[config.mk]
export PLATFORM = sky130hd
export DESIGN_NAME = kf_bus_master_arbiter
export DESIGN_NICKNAME = d
export VERILOG_FILES = /design/src/rtl/kf_bus_master_arbiter.sv
export SDC_FILE = /design/constraint.sdc
export NUM_CORES = 1
export LEC_CHECK = 0
export ABC_CLOCK_PERIOD_IN_PS = 2460
export CAP_MARGIN = 20
export CORE_MARGIN = 2
export CORE_UTILIZATION = 50
export CTS_CLUSTER_SIZE = 20
export DETAILED_ROUTE_END_ITERATION = 6
export PLACE_DENSITY = 0.78
export SLEW_MARGIN = 20
export SYNTH_ARGS = -nofsm -noshare
export SYNTH_HDL_FRONTEND = slang
export SYNTH_SLANG_ARGS = --single-unit
[constraint.sdc]
create_clock -name clock -period 2.46 [get_ports clock]
set_clock_uncertainty 0.05 [all_clocks]
set_input_delay 0.492 -clock clock [delete_from_list [all_inputs] [get_ports clock]]
set_output_delay 0.492 -clock clock [all_outputs]
set_load 0.01 [all_outputs]
[src/rtl/kf_bus_master_arbiter.sv]
// Multi-master bus arbiter for the PC/XT core: takes the 8088 off the bus with the
// hold handshake, then grants the bus to one requester (fixed or rotating priority).
module kf_bus_master_arbiter #(
    parameter int NUM_MASTERS     = 4,
    parameter int ROTATING        = 0,
    parameter int MAX_HOLD_CYCLES = 64,
    parameter int CW              = 7
) (
    input  logic                   clock,
    input  logic                   reset,
    input  logic                   cpu_clock,
    input  logic [2:0]             processor_status,
    input  logic                   processor_lock_n,
    input  logic [NUM_MASTERS-1:0] request,
    output logic [NUM_MASTERS-1:0] grant,
    output logic [2:0]             owner_index,
    output logic                   address_enable_n,
    output logic                   dma_wait_n,
    output logic                   hold_acknowledge,
    output logic                   hold_timeout,
    output logic [2:0]             debug_state
);
    localparam int IW = $clog2(NUM_MASTERS);

    // Request/grant handshake: a master raises request and holds it for as long
    // as it wants the bus. grant rises only after the CPU drivers are off
    // (address_enable_n=1) and falls on the clock request[owner] is seen low or
    // the hold limit expires; the master must stop driving once grant is low.
    typedef enum logic [2:0] {
        ST_IDLE  = 3'd0,
        ST_SYNC  = 3'd1,
        ST_HLDA  = 3'd2,
        ST_AEN   = 3'd3,
        ST_GRANT = 3'd4,
        ST_REL   = 3'd5
    } state_t;

    state_t                 state;
    state_t                 state_next;
    logic                   prev_cpu_clock;
    logic                   cpu_pos;
    logic                   cpu_neg;
    logic                   hold_req;
    logic                   bus_idle_status;
    logic                   status_unused;
    logic                   owner_requesting;
    logic                   limit_hit;
    logic [IW-1:0]          owner;
    logic [IW-1:0]          owner_next;
    logic [IW-1:0]          rr_ptr;
    logic [IW-1:0]          rr_next;
    logic [CW-1:0]          count;
    logic [CW-1:0]          count_next;
    logic [NUM_MASTERS-1:0] grant_next;
    logic                   aen_next;
    logic                   wait_next;
    logic                   hlda_next;
    logic                   timeout_next;
    logic                   win_found;
    logic [IW-1:0]          win_index;
    logic [IW:0]            win_base;
    logic [IW:0]            win_slot;

    assign cpu_pos         = ~prev_cpu_clock & cpu_clock;
    assign cpu_neg         = prev_cpu_clock & ~cpu_clock;
    assign hold_req        = |request;
    // S1=S0=1 is passive or halt; S2 only separates those two, both allow takeover.
    assign bus_idle_status = processor_status[1] & processor_status[0];
    assign status_unused   = processor_status[2];
    assign owner_requesting = request[owner];
    assign limit_hit       = (MAX_HOLD_CYCLES != 0) && (count == CW'(MAX_HOLD_CYCLES));

    // Priority search: from index 0 in fixed mode, from rr_ptr upward (wrapping) otherwise.
    always_comb begin
        win_found = 1'b0;
        win_index = '0;
        win_base  = (ROTATING != 0) ? {1'b0, rr_ptr} : '0;
        win_slot  = '0;
        for (int k = 0; k < NUM_MASTERS; k++) begin
            win_slot = win_base + (IW+1)'(k);
            if (win_slot >= (IW+1)'(NUM_MASTERS)) begin
                win_slot = win_slot - (IW+1)'(NUM_MASTERS);
            end
            if (!win_found && request[win_slot[IW-1:0]]) begin
                win_found = 1'b1;
                win_index = win_slot[IW-1:0];
            end
        end
    end

    always_comb begin
        state_next   = state;
        grant_next   = grant;
        owner_next   = owner;
        aen_next     = address_enable_n;
        wait_next    = dma_wait_n;
        hlda_next    = hold_acknowledge;
        timeout_next = 1'b0;
        rr_next      = rr_ptr;
        count_next   = count;
        case (state)
            ST_IDLE: begin
                if (cpu_pos && hold_req && bus_idle_status && processor_lock_n) begin
                    state_next = ST_SYNC;
                end
            end
            ST_SYNC: begin
                if (cpu_neg) begin
                    if (hold_req) begin
                        state_next = ST_HLDA;
                        hlda_next  = 1'b1;
                    end else begin
                        state_next = ST_IDLE;
                    end
                end
            end
            ST_HLDA: begin
                if (cpu_pos) begin
                    if (hold_req) begin
                        state_next = ST_AEN;
                        aen_next   = 1'b1;
                    end else begin
                        state_next = ST_IDLE;
                        hlda_next  = 1'b0;
                    end
                end
            end
            ST_AEN: begin
                if (cpu_pos) begin
                    if (hold_req) begin
                        state_next = ST_GRANT;
                        owner_next = win_index;
                        grant_next = {{(NUM_MASTERS-1){1'b0}}, 1'b1} << win_index;
                        wait_next  = 1'b0;
                    end else begin
                        state_next = ST_REL;
                    end
                end
            end
            ST_GRANT: begin
                // Release and limit are checked every clock; the limit wins the pulse even if request also fell.
                if (!owner_requesting || limit_hit) begin
                    state_next   = ST_REL;
                    grant_next   = '0;
                    wait_next    = 1'b1;
                    timeout_next = limit_hit;
                    rr_next      = (owner == IW'(NUM_MASTERS - 1)) ? '0 : owner + IW'(1);
                end else if (cpu_pos) begin
                    count_next = count + CW'(1);
                end
            end
            ST_REL: begin
                wait_next = 1'b1;
                if (cpu_pos) begin
                    state_next = ST_IDLE;
                    aen_next   = 1'b0;
                    hlda_next  = 1'b0;
                    count_next = '0;
                end
            end
            default: begin
                state_next = ST_IDLE;
            end
        endcase
    end

    always_ff @(posedge clock) begin
        if (reset) begin
            state            <= ST_IDLE;
            prev_cpu_clock   <= 1'b0;
            grant            <= '0;
            owner            <= '0;
            address_enable_n <= 1'b0;
            dma_wait_n       <= 1'b1;
            hold_acknowledge <= 1'b0;
            hold_timeout     <= 1'b0;
            rr_ptr           <= '0;
            count            <= '0;
        end else begin
            state            <= state_next;
            prev_cpu_clock   <= cpu_clock;
            grant            <= grant_next;
            owner            <= owner_next;
            address_enable_n <= aen_next;
            dma_wait_n       <= wait_next;
            hold_acknowledge <= hlda_next;
            hold_timeout     <= timeout_next;
            rr_ptr           <= rr_next;
            count            <= count_next;
        end
    end

    assign owner_index = 3'(owner);
    assign debug_state = state;

endmodule

; ---- Yosys cells after proc, flatten, opt, wreduce, memory -nomap -nowiden
; Index checks and enable logic that the tools add are counted.
[classes]
n_shift = 1
n_addsub = 1
muxes = 38
eq_ne = 18
order_cmp = 1
reduce_logical = 26
n_bitwise = 7
[op_table]
columns = operator, count
row1 = $ne 2x2->1 const B, 12
row2 = $mux 7, 3
row3 = $mux 3, 6
row4 = $pmux 3 s6, 1
row5 = $reduce_and 4->1, 4
row6 = $mux 1, 15
row7 = $pmux 7 s2, 1
row8 = $mux 4, 3
row9 = $reduce_and 6->1, 2
row10 = $mux 2, 4
row11 = $pmux 4 s2, 1
row12 = $add 7x1->7 const B, 1
row13 = $eq 7x7->1 const B, 1
row14 = $eq 3x2->1 const B, 2
row15 = $eq 3x3->1 const B, 2
row16 = $logic_and 1x1->1, 6
row17 = $pmux 1 s3, 2
row18 = $reduce_bool 2->1, 3
row19 = $reduce_bool 3->1, 2
row20 = $logic_not 1->1, 4
row21 = $not 1->1, 4
row22 = $reduce_or 4->1, 1
row23 = $shl 1x2->4 const A, 1
row24 = $and 1x1->1, 3
row25 = other kinds (8), 8
[word_totals]
regBits = 21

; ---- Longest topological paths before layout
[logic_depth]
depth_word = 14
ltp_mapped = 6
depth_no_buf = 6

; ---- Least setup slack after synthesis
; No wires, ideal clock.
[synth_path]
path_type = input port to flip-flop
from = input request[1]
to = register grant[1]
setup_slack_ns = 0.339
t_required_ns = 2.322
path_stages = 6
arrival_time_ns = 1.983
setup_ns = 0.088
path_cell_list = or4_4 buf_6 and4_4 buf_6 or3_4 o32ai_2
[synth_between]
elab_chain_cells = 12
elab_cells_between_ends = 22
[synth_rtl]
columns = element, line_no
row1 = from (decl), 14  ; input logic [NUM_MASTERS-1:0] request,
row2 = $logic_and 1x1->1, 84  ; if (!win_found && request[win_slot[IW-1:0]]) begin
row3 = $mux 1, 84
row4 = $logic_not 1->1, 84
row5 = $logic_and 1x1->1, 84
row6 = $mux 1, 84
row7 = $logic_not 1->1, 84
row8 = $logic_and 1x1->1, 84
row9 = $mux 2, 84
row10 = $shl 1x2->4, 133  ; grant_next = {{(NUM_MASTERS-1){1'b0}}, 1'b1} << win_index;
row11 = $mux 4, 130  ; if (hold_req) begin
row12 = $mux 4, 129  ; if (cpu_pos) begin
row13 = $pmux 4 s2, 101  ; case (state)
row14 = to (signal assigned), 182  ; grant <= grant_next;
row15 = to (decl), 15  ; output logic [NUM_MASTERS-1:0] grant,
; Parallel ways exist; a longest one is shown, timed or not. The select of a mux whose other input is x is not followed.
; A chain may end at the register's enable or synchronous reset.

; ---- Final worst setup path
[layout_path]
from = register state[1], in the netlist debug_state[1]
to = output debug_state[1]
[layout_lines]
columns = element, line_no
row1 = from (decl), 38  ; state_t state;
row2 = from (signal assigned), 180  ; state <= state_next;
row3 = to (decl), 21  ; output logic [2:0] debug_state
; No word-level cell between the ends.

==> results by group <==
Global routing
  – GRT Util Overall: 23.3%
  – Initial antenna violation count: 0
  – Vias in the first global route: 1078
  – Total grt overflow: 0
  – Pin count of the biggest net entering global routing: 16
  – First-pass GRT wire length: 4770 um

STA
  – Fmax: 0.464 GHz
  – RSZ-0062 raised after global routing: false
  – Hold Slack: approximately 0.42 ns
  – Worst relative slew slack: 66.2%
  – Pins over their slew limit: 0
  – Final number of setup-violating endpoints: 0
  – Setup_tns: 0 ns
  – Worst-margin pin slew: 0.507 ns
  – Final period utilization: ~88%
  – Minimum clock period after layout: around 2.2 ns
  – Final Hold Fails: 0

Power and ir drop
  – Pwr Total: between 0.5 and 0.6 mW
  – Leak: between 0.5 and 0.6 nW
  – P per Cell Area: 381 nW/um2
  – VDD IR max: 0.317 mV

Synthesis
  – #FFs+latches synth: 21
  – Post-synth ARST share: 0%
  – Synth Warn #: 0
  – Top cell type's share of synthesized area: 34.6%
  – Seq/Total Area, Yosys: 34.6%
  – Synth area leaders: dfxtp_1, a21oi_1, nand2_1
  – Area leader, netlist: dfxtp_1
  – Top-count cell post-synth: dfxtp_1
  – Unique cell type count in the Yosys netlist: 49
  – Top cells by count, synth: dfxtp_1, nand2_1, a21oi_1
  – Synthesized area per cell: 8.56 um2
  – Mapped Area: around 1200 um2
  – Post-synthesis cell count: 142
  – EDFF count, synth: 0
  – Syn_nets: 155
  – Synth Flop Type: dfxtp_1

Place
  – Routability Congestion: 0.829
  – Inst Count DP: 198
  – Buffers on Ports: 22
  – Hpwl dp: 2230 um

Setup path
  – Cells along the critical path: clkdlybuf4s50_1
  – Crit path kind: flip-flop to output pin
  – Worst path required time: about 1.9 ns
  – Slowest-stage cell, CP: dfxtp_1
  – Worst setup SP type: flip-flop
  – FF-to-FF End: count[1]
  – Buf/Inv on CP: 1
  – Critical path's top delay family: flip-flops
  – Critical path capture point type: output pin
  – Arrival @ worst endpoint: 1.61 ns
  – Crit-path max FO: 15
  – Max stage delay on crit path: about 0.66 ns
  – R2R setup slack: between 0.4 and 0.5 ns
  – Worst r2r src: count[2]
  – Reg2Reg Depth: 4

Outcome
  – Status: finished, final reports clean

CTS
  – CTS tree: built
  – CTS root buf: clkbuf_4
  – # hold bufs at CTS: 0
  – Post-CTS sizing: 0
  – H-tree lvl count: 1
  – Clk pin slew, worst setup/hold paths: 0.12 ns
  – Clk_lat worst skew: 0.31 ns
  – CTS Buf Count: 3
  – CTS Buffer Depth: 2
  – # Post-CTS Setup Buffers: 0
  – Clock sink total: 21

Layout
  – Area Overhead vs Synth: 28.2%
  – Non-Filler Instances: between 200 and 250
  – Share of layout cells above drive strength 1: about 16%
  – Fillers: 195
  – Antenna cells: 0
  – Nets: 188

Routing
  – Post-DR vias/cell: 5.97
  – Wire length per cell: around 15 um
  – Detailed Route Iter0 Violations: 35
  – Via count: 1206
  – DR DRC count: 0
  – Post-route ant nets: 0
  – Final WL: approximately 2900 um
  – TritonRoute pass-1 iters: 4

Worst hold path
  – Worst min-delay path category: flip-flop to flip-flop
  – HP Start: grant[0]
  – Hold depth: 1
  – Hold EP: grant[0]

Die
  – Die width: 53.3 um
  – # IOs: 25
  – Initial Util: 53.9%
  – Area of the core: between 2000 and 2500 um2
  – Die H: 53.3 um
  – Rows: 17
  – DIE AREA: 2840 um2

Run
  – Max cap viols: 0
worst max-delay path by stage:
stage,start,endpoint,slack (ns),cells past startpoint
6_report,debug_state[1],debug_state[1],0.31,1
5_1_grt,debug_state[1],debug_state[1],0.22,1
4_1_cts,debug_state[1],debug_state[1],0.32,1
3_5_place_dp,request[1],grant[1],0.04,5
3_3_place_gp,request[1],grant[1],0.07,5
2_1_floorplan,request[1],grant[1],0.34,6
stage by stage:
step	setup slack (ns)	cell area [um2]	util, %
final	0.307	1560	69.1
after global routing	0.221	1560	69.1
after CTS	0.316	1560	69.1
after detailed placement	0.0361	1530	67.9
after global placement	0.0658	1530	67.9
after floorplan	0.339	1220	-
per-layer routing:
metal	GRT usage (%)	up-vias	wire, um
met3	4.24	4	157
met1	28.5	568	1280
met5	0	-	0
met4	8.97	0	38
li1	-	593	-
met2	39.9	41	1470
cells by family (layout without fill, tap and decap cells):
family / count (synthesis) / count (layout) / synth area share, %
xor gates and xnor gates: 2 / 2 / 1.44
buffers and inverters: 16 / 48 / 6.48
AOI/OAI and AO/OA: 35 / 35 / 20.8
DFF: 21 / 21 / 34.6
and+or+nand+nor: 61 / 61 / 29.9
muxes: 4 / 4 / 4.42
other: 1 / 1 / 0.308
adders and majority gates: 2 / 2 / 2.06
power breakdown:
part | internal, mW | leakage [nW] | switching [mW]
Clock | 0.0608 | 0.0177 | 0.108
Combinational | 0.0398 | 0.359 | 0.0378
Sequential | 0.342 | 0.169 | 0.00565
Total | 0.443 | 0.546 | 0.151
area by class of cell:
| class | count | area, um2 | area share (%) |
|---|---|---|---|
| Multi-Input combinational cell | 105 | 717 | 46.0 |
| Sequential cell | 21 | 420 | 27.0 |
| Timing Repair Buffer | 37 | 333 | 21.3 |
| Tap cell | 28 | 35.0 | 2.25 |
| Inverter | 7 | 26.3 | 1.69 |
| Clock buffer | 3 | 22.5 | 1.44 |
| Clock inverter | 1 | 5.00 | 0.321 |
cell usage in the layout, fill, tap and decap left out, drive strengths merged, types with 5 or more instances in the layout:
master | synthesis | final
nor4 | 5 | 5
a21oi | 9 | 9
inv | 7 | 7
dfxtp | 21 | 21
clkdlybuf4s50 | 0 | 22
nand2 | 11 | 11
buf | 5 | 15
nand2b | 5 | 5
nor2 | 7 | 7
or3 | 6 | 6
sequential cells by signal, indices dropped and copies added, names as in the netlist:
signal	cells
hold_timeout	1
prev_cpu_clock	1
grant	4
owner	2
count	7
address_enable_n	1
hold_acknowledge	1
debug_state	3
dma_wait_n	1
Note: power is estimated with default switching activity, not from simulation.
